===== config.mk =====
export PLATFORM = sky130hd
export DESIGN_NAME = cpu6_div
export DESIGN_NICKNAME = d
export VERILOG_FILES = /design/src/rtl/cpu6_div_pkg.sv /design/src/rtl/cpu6_div_step.sv /design/src/rtl/cpu6_div.sv
export SDC_FILE = /design/constraint.sdc
export NUM_CORES = 1
export LEC_CHECK = 0
export ABC_AREA = 1
export BUFFER_PORTS_ARGS = -buffer_cell sky130_fd_sc_hd__buf_2
export CORE_UTILIZATION = 55
export DETAILED_ROUTE_END_ITERATION = 8
export PLACE_DENSITY_LB_ADDON = 0.15
export SETUP_SLACK_MARGIN = 0.5
export SLEW_MARGIN = 25
export SYNTH_ARGS = -nofsm -noshare
export SYNTH_HDL_FRONTEND = slang
export SYNTH_SLANG_ARGS = --single-unit

===== constraint.sdc =====
create_clock -name clk -period 8.02 [get_ports clk]
set_clock_uncertainty 0.05 [all_clocks]
set_input_delay 0.401 -clock clk [delete_from_list [all_inputs] [get_ports clk]]
set_output_delay 0.401 -clock clk [all_outputs]
set_load 0.03 [all_outputs]

===== src/rtl/cpu6_div_pkg.sv =====
// Shared constants for the cpu6 divider: data width, DIVOP codes and the
// RISC-V special-case result helper.
package cpu6_div_pkg;

    localparam int CPU6_XLEN = 32;

    localparam logic [1:0] CPU6_DIVOP_DIV  = 2'b00;
    localparam logic [1:0] CPU6_DIVOP_DIVU = 2'b01;
    localparam logic [1:0] CPU6_DIVOP_REM  = 2'b10;
    localparam logic [1:0] CPU6_DIVOP_REMU = 2'b11;

    // Result for divide-by-zero or signed overflow; op[1] selects remainder.
    function automatic logic [CPU6_XLEN-1:0] cpu6_div_special(
        input logic                 is_rem,
        input logic                 b_zero,
        input logic [CPU6_XLEN-1:0] a
    );
        if (is_rem)
            return b_zero ? a : '0;
        else
            return b_zero ? '1 : {1'b1, {(CPU6_XLEN-1){1'b0}}};
    endfunction

endpackage


===== src/rtl/cpu6_div_step.sv =====
// One restoring-division iteration: shift in the next dividend bit, trial
// subtract the divisor, keep the difference only if it is non-negative.
module cpu6_div_step
    import cpu6_div_pkg::*;
(
    input  logic [CPU6_XLEN:0]   i_r,
    input  logic [CPU6_XLEN-1:0] i_q,
    input  logic [CPU6_XLEN-1:0] i_divisor,
    output logic [CPU6_XLEN:0]   o_r,
    output logic [CPU6_XLEN-1:0] o_q
);

    logic [CPU6_XLEN+1:0] w_shift;
    logic [CPU6_XLEN+1:0] w_t;

    // One spare top bit so the borrow of the trial subtract is explicit.
    assign w_shift = {i_r, i_q[CPU6_XLEN-1]};
    assign w_t     = w_shift - {2'b00, i_divisor};

    always_comb begin
        if (!w_t[CPU6_XLEN+1]) begin
            o_r = w_t[CPU6_XLEN:0];
            o_q = {i_q[CPU6_XLEN-2:0], 1'b1};
        end else begin
            o_r = w_shift[CPU6_XLEN:0];
            o_q = {i_q[CPU6_XLEN-2:0], 1'b0};
        end
    end

endmodule


===== src/rtl/cpu6_div.sv =====
// Iterative radix-2 restoring divider for RV32M DIV/DIVU/REM/REMU with a
// killable valid/ready request/response. Define CPU6_DIV_FASTPATH_EN to
// resolve divide-by-zero and signed overflow at accept time.
module cpu6_div
    import cpu6_div_pkg::*;
(
    input  logic                 clk,
    input  logic                 reset,
    input  logic                 in_valid,
    output logic                 in_ready,
    input  logic [1:0]           in_op,
    input  logic [CPU6_XLEN-1:0] in_a,
    input  logic [CPU6_XLEN-1:0] in_b,
    input  logic                 kill,
    output logic                 out_valid,
    input  logic                 out_ready,
    output logic [CPU6_XLEN-1:0] out_y,
    output logic [1:0]           dbg_state
);

    typedef enum logic [1:0] {
        IDLE = 2'd0,
        CALC = 2'd1,
        FIX  = 2'd2,
        DONE = 2'd3
    } div_state_t;

    div_state_t           r_state;
    div_state_t           w_next;
    logic                 r_out_valid;
    logic [CPU6_XLEN-1:0] r_y;
    logic [CPU6_XLEN:0]   r_rem;
    logic [CPU6_XLEN-1:0] r_q;
    logic [CPU6_XLEN-1:0] r_b;
    logic [4:0]           r_cnt;
    logic [1:0]           r_op;
    logic                 r_a_neg;
    logic                 r_sign_diff;
    logic                 r_b_zero;
    logic                 r_ovf;

    logic                 w_accept;
    logic                 w_signed_in;
    logic                 w_b_zero_in;
    logic                 w_ovf_in;
    logic [CPU6_XLEN-1:0] w_abs_a;
    logic [CPU6_XLEN-1:0] w_abs_b;
    logic [CPU6_XLEN:0]   w_step_r;
    logic [CPU6_XLEN-1:0] w_step_q;
    logic [CPU6_XLEN-1:0] w_quo_fix;
    logic [CPU6_XLEN-1:0] w_rem_fix;
    logic [CPU6_XLEN-1:0] w_fix_y;
`ifdef CPU6_DIV_FASTPATH_EN
    logic                 w_fast;
    assign w_fast = w_b_zero_in | w_ovf_in;
`endif

    // Signed ops are DIV/REM, i.e. op[0] clear.
    assign w_signed_in = ~in_op[0];
    assign w_b_zero_in = (in_b == '0);
    assign w_ovf_in    = w_signed_in && (in_a == {1'b1, {(CPU6_XLEN-1){1'b0}}}) && (in_b == '1);
    assign w_abs_a     = (w_signed_in && in_a[CPU6_XLEN-1]) ? (~in_a + 1'b1) : in_a;
    assign w_abs_b     = (w_signed_in && in_b[CPU6_XLEN-1]) ? (~in_b + 1'b1) : in_b;

    cpu6_div_step u_step (
        .i_r       (r_rem),
        .i_q       (r_q),
        .i_divisor (r_b),
        .o_r       (w_step_r),
        .o_q       (w_step_q)
    );

    assign w_quo_fix = (~r_op[0] & r_sign_diff) ? (~r_q + 1'b1) : r_q;
    assign w_rem_fix = (~r_op[0] & r_a_neg) ? (~r_rem[CPU6_XLEN-1:0] + 1'b1) : r_rem[CPU6_XLEN-1:0];
    assign w_fix_y   = (r_b_zero || r_ovf) ? cpu6_div_special(r_op[1], r_b_zero, w_rem_fix)
                                           : (r_op[1] ? w_rem_fix : w_quo_fix);

    always_comb begin
        w_next   = r_state;
        in_ready = (r_state == IDLE) && !kill;
        w_accept = in_valid && in_ready;
        case (r_state)
            IDLE: begin
                if (w_accept) begin
`ifdef CPU6_DIV_FASTPATH_EN
                    w_next = w_fast ? DONE : CALC;
`else
                    w_next = CALC;
`endif
                end
            end
            CALC:    if (r_cnt == 5'd0) w_next = FIX;
            FIX:     w_next = DONE;
            DONE:    if (out_ready) w_next = IDLE;
            default: w_next = IDLE;
        endcase
        // Flush wins over every handshake.
        if (kill) w_next = IDLE;
    end

    always_ff @(posedge clk or posedge reset) begin
        if (reset) begin
            r_state     <= IDLE;
            r_out_valid <= 1'b0;
        end else begin
            r_state     <= w_next;
            r_out_valid <= (w_next == DONE);
        end
    end

    always_ff @(posedge clk or posedge reset) begin
        if (reset) begin
            r_y         <= '0;
            r_rem       <= '0;
            r_q         <= '0;
            r_b         <= '0;
            r_cnt       <= '0;
            r_op        <= '0;
            r_a_neg     <= 1'b0;
            r_sign_diff <= 1'b0;
            r_b_zero    <= 1'b0;
            r_ovf       <= 1'b0;
        end else if (!kill) begin
            case (r_state)
                IDLE: begin
                    if (w_accept) begin
                        r_op        <= in_op;
                        r_a_neg     <= in_a[CPU6_XLEN-1];
                        r_sign_diff <= in_a[CPU6_XLEN-1] ^ in_b[CPU6_XLEN-1];
                        r_b_zero    <= w_b_zero_in;
                        r_ovf       <= w_ovf_in;
                        r_rem       <= '0;
                        r_q         <= w_abs_a;
                        r_b         <= w_abs_b;
                        r_cnt       <= 5'd31;
`ifdef CPU6_DIV_FASTPATH_EN
                        if (w_fast) r_y <= cpu6_div_special(in_op[1], w_b_zero_in, in_a);
`endif
                    end
                end
                CALC: begin
                    r_rem <= w_step_r;
                    r_q   <= w_step_q;
                    r_cnt <= r_cnt - 5'd1;
                end
                FIX:     r_y <= w_fix_y;
                default: ;
            endcase
        end
    end

    assign out_valid = r_out_valid;
    assign out_y     = r_y;
    assign dbg_state = r_state;

endmodule


# Word level (Yosys, flattened, before mapping)
# Index checks and enable logic that the tools add are counted.
# op_classes
mux	22
eq_ne	7
n_addsub	6
n_reduce_logical	15
bitwise	10
# ops
cell	count
$mux W32	9
$add A32 B1 Y32 const B	4
$not A32 Y32	4
$mux W33	2
$pmux W33 S2	1
$eq A32 B32 Y1 const B	2
$pmux W32 S2	1
$sub A34 B32 Y34	1
$logic_not A32 Y1	1
$mux W31	1
$pmux W5 S2	1
$mux W2	4
$pmux W2 S4	1
$eq A2 B2 Y1 const B	3
$logic_and A1 B1 Y1	6
$reduce_and A3 Y1	2
$logic_not A5 Y1	1
$mux W5	1
$sub A5 B1 Y5 const B	1
$not A1 Y1	3
$and A1 B1 Y1	2
$eq A2 B1 Y1 const B	1
$logic_not A2 Y1	1
$ne A2 B2 Y1 const B	1
other kinds (6)	6
# word_totals
in_bits	71
regBits	143
wordCells	72
out_inout_bits	36

# Depth between registers and ports, before layout
# depth
depth_word	7
ltp_mapped	18
depth_no_buf	17

# By module
# Synthesis repeated with hierarchy kept, for this count alone.
# unflattened
hier_cells	2265
hier_area_um2	13636.8
# by_module_without_submodules
module	instances	cells_each	area_each_um2	seq_area_each_um2
cpu6_div	1	1513	9959.6	3578.4
cpu6_div_step	1	752	3677.3	0.0

# Least setup slack after synthesis
# Ideal clock, no wire load.
# synth_path
path_kind	flip-flop to flip-flop
start	register r_state[0] (netlist: dbg_state[0])
end	register r_cnt[4]
arrival_time_ps	1933
path_slack_ps	5910
path_buffers	0
required_ps	7842
period_less_slack_ps	2110
path_stages_with_launch	9
setup_time_ps	128
cell_sequence	dfrtp_1 > nor3_2 > nand2_2 > inv_2 > nor2_4 > nor3_1 > nand2_1 > a21oi_1 > o21ai_0
# synth_via
elab_chain_cells	5
elab_cells_between_ends	8
cone_classes	eq/ne (2); mux (1); reduce/logical (5)
# synth_lines
item	line	rtl
from (decl)	cpu6_div.sv:28	div_state_t r_state;
from (signal assigned)	cpu6_div.sv:106	r_state <= w_next;
$logic_not A2 Y1	cpu6_div.sv:80	in_ready = (r_state == IDLE) && !kill;
$logic_and A1 B1 Y1	cpu6_div.sv:80	
net in_ready	cpu6_div.sv:10	output logic in_ready,
$logic_and A1 B1 Y1	cpu6_div.sv:81	w_accept = in_valid && in_ready;
$ne A2 B2 Y1 (no line)	-	
$reduce_and A3 Y1 (no line)	-	
to (signal assigned)	cpu6_div.sv:144	r_cnt <= r_cnt - 5'd1;
to (decl)	cpu6_div.sv:35	logic [4:0] r_cnt;
# The timed path passes the listed nets, and every way through them passes these cells.
# A chain may end at the register's enable or synchronous reset.

# Final worst setup path
# layout_path
start	register r_state[0] (netlist: dbg_state[0])
end	register r_cnt[4]
# layout_via
elab_chain_cells	5
elab_cells_between_ends	8
cone_classes	eq/ne (2); mux (1); reduce/logical (5)
# layout_lines
item	line
$logic_not A2 Y1	cpu6_div.sv:80, cpu6_div.sv:124
$logic_and A1 B1 Y1	cpu6_div.sv:80
$logic_and A1 B1 Y1	cpu6_div.sv:81
$ne A2 B2 Y1 (no line)	-
$reduce_and A3 Y1 (no line)	-
# Several ways; a longest one is shown, not always the timed one.

==> out/qor.yml <==
yosysWarnings: 0
clk_pin_slew_ns: 0.07
io_pins: 107
period_share_pct: 49.1
hold_buffers: 0
ant_nets: 0
via_per_inst: 5.63
synthesis.instances: 2187
synth_top_cell_by_area: "dfrtp_1"
relSlewSlack_pct: 35.4
violations: "negative hold slack"
wl_per_cell_um: 16.7
p_leak_nw: 7.88
wl_um: 43000
holdWs_ns: -0.000407
worstSetupPathType: "reg -> reg"
drive_above_1_share_pct: 10.9
tightest_slew_ns: 0.967
yosysSeqAreaShare_pct: 26.8
grt_pass1_vias: 13100
final_util_pct: 61.5
hpwlAfterDp_um: 33900
finalSetupViolCount: 0
cts_resized: 0
placed_area_um2: 14000
tns_ns: 0
cp.required_ns: 8.27
antenna_found_initial: 0
n_fill_cell: 2369
maxCapViolCount: 0
syn_avg_cell_area_um2: 6.11
dr.pass1.iters: 8
start_kind: "flop"
vias: 14500
outcome: "finished with violations"
nets: 2355
power_density_nw_per_um2: 288
synth_edf_count: 0
antenna_cells: 0
die_x_um: 158
place_congestion: 0.955
period_needed_ns: 3.94
hold_path_class: "in -> async"
critical_path_arrival_ns: 4.19
synth_cell_types: 52
grt_pass1_wl_um: 68200
htreeDepth: 4
synth_top_area_share_pct: 26.8
layout_common_cells: "696 x nand2_1, 279 x inv_1, 208 x nand3_1"
clockRootBuffer: "clkbuf_16"
ys_top_cells_by_area: "dfrtp_1 27%, nand2_1 20%, inv_1 7.9%"
irDropWorstVdd_mv: 0.161
grt_max_degree: 76
io_buffers: 106
ys_ff_latch: 143
grt_setup_unrepaired: "false"
cts_buffer_depth: 2
die_h_um: 158
hold_viol_final: 1
area_growth_pct: 8.97
multiInputGateArea_um2: 8280
cts_sinks: 143
core_region_area_um2: 23700
initial_core_util_pct: 56.4
cts_tree: "yes"
grt_remaining_overflow: 0
clock_latency_ns: 0.43
crit_fanout: 44
cts_made_buffers: 17
first_iter_violations: 1615
max_freq_mhz: 254
synth-main-ff-cell: "dfrtp_1"
finish.instance_area_um2: 14600
end_kind: "flop"
post_cts_buffers: 0
grt_use_total_pct: 35.4
synth.net_count: 2297
fin_ws_ns: 4.08
final_common_cell: "nand2_1"
die_area_um2: 24900
drv_slew: 0
dp_slack_ns: 4.21
synth_area_um2: 13400
regArea_um2: 3580
rows: 56
drc: 0
async_flop_share_pct: 100
-- synth_stat cells, drive strengths merged, types with 3 or more instances --
| cell | n |
|---|---|
| nand2 | 712 |
| inv | 298 |
| nand3 | 241 |
| nor2 | 209 |
| o21ai | 177 |
| dfrtp | 143 |
| a21oi | 110 |
| clkbuf | 39 |
| ha | 38 |
| nor3 | 37 |
| xor2 | 34 |
| buf | 33 |
| nand4 | 30 |
| xnor2 | 18 |
| o211ai | 16 |
| nand3b | 11 |
| nor4 | 6 |
| and2 | 5 |
| o31ai | 4 |
| a31oi | 3 |
| clkinv | 3 |
| o22ai | 3 |
| or2 | 3 |
-- cell type report --
type	count	share of cell area, %
Multi-Input combinational cell	1671	56.9
Clock inverter	15	1.19
Inverter	301	7.79
Tap cell	319	2.74
Sequential cell	143	24.6
Clock buffer	17	2.92
Timing Repair Buffer	111	3.90
-- final timing paths --
check / start / end / slack, ns / depth (start not counted)
max: dbg_state[0]$_DFF_PP0_ / r_cnt[4]$_DFFE_PP0P_ / 4.08 / 10
min: reset / out_y[10]$_DFFE_PP0P_ / -0.0004 / 2
max reg2reg: dbg_state[0]$_DFF_PP0_ / r_cnt[4]$_DFFE_PP0P_ / 4.08 / 10
min reg2reg: out_y[29]$_DFFE_PP0P_ / out_y[29]$_DFFE_PP0P_ / 0.42 / 2
max in group asynchronous: reset / r_b[19]$_DFFE_PP0P_ / 6.55 / 3
min in group clk: in_op[1] / r_op[1]$_DFFE_PP0P_ / 0.20 / 3
-- metrics by stage --
stage,total power [mW],hold slack [ns],std cells
2_1_floorplan,2.71,0.399,2187
3_3_place_gp,3.29,0.409,2545
3_5_place_dp,3.32,0.410,2545
4_1_cts,4.15,0.0398,2577
5_1_grt,4.50,0.0686,2577
6_report,4.19,-0.000407,2577
-- critical path: stages (launching register included) --
cell and delay [ns]:
dfrtp_1 0.45, inv_2 0.09, nor2_4 0.73, inv_2 0.40
nor2_4 0.77, nor2_4 0.29, buf_4 0.34, nor3_1 0.30
nand2_1 0.13, a21oi_1 0.13, o21ai_0 0.10
-- power by group --
part / total (mW) / switching, mW / internal (mW) / leakage, nW
Sequential: 1.13 / 0.181 / 0.946 / 1.82
Combinational: 2.24 / 1.58 / 0.658 / 5.77
Clock: 0.823 / 0.354 / 0.469 / 0.287
Total: 4.19 / 2.12 / 2.07 / 7.88
-- cells by family after synthesis --
| logic type | Yosys count | share of synthesized area (%) |
|---|---|---|
| compound gates | 325 | 13.1 |
| xor+xnor | 52 | 3.41 |
| fa+ha+maj | 39 | 3.71 |
| buf+inv | 373 | 11.4 |
| flops | 143 | 26.8 |
| simple gates | 1255 | 41.7 |
-- flip-flops by register name, indices dropped and copies added, names as in the netlist, 2 cells and up --
register / cells
out_y: 32
dbg_state: 2
r_q: 32
r_op: 2
r_rem: 33
r_b: 32
r_cnt: 5
-- layer usage --
metal / vias up / routed length [um] / track usage (%)
li1: 7153 / - / -
met1: 6655 / 19600 / 50.0
met2: 605 / 19000 / 55.3
met3: 84 / 3130 / 4.38
met4: 0 / 1280 / 12.4
met5: - / 0 / 0
Power figures use the tool's default switching activity.
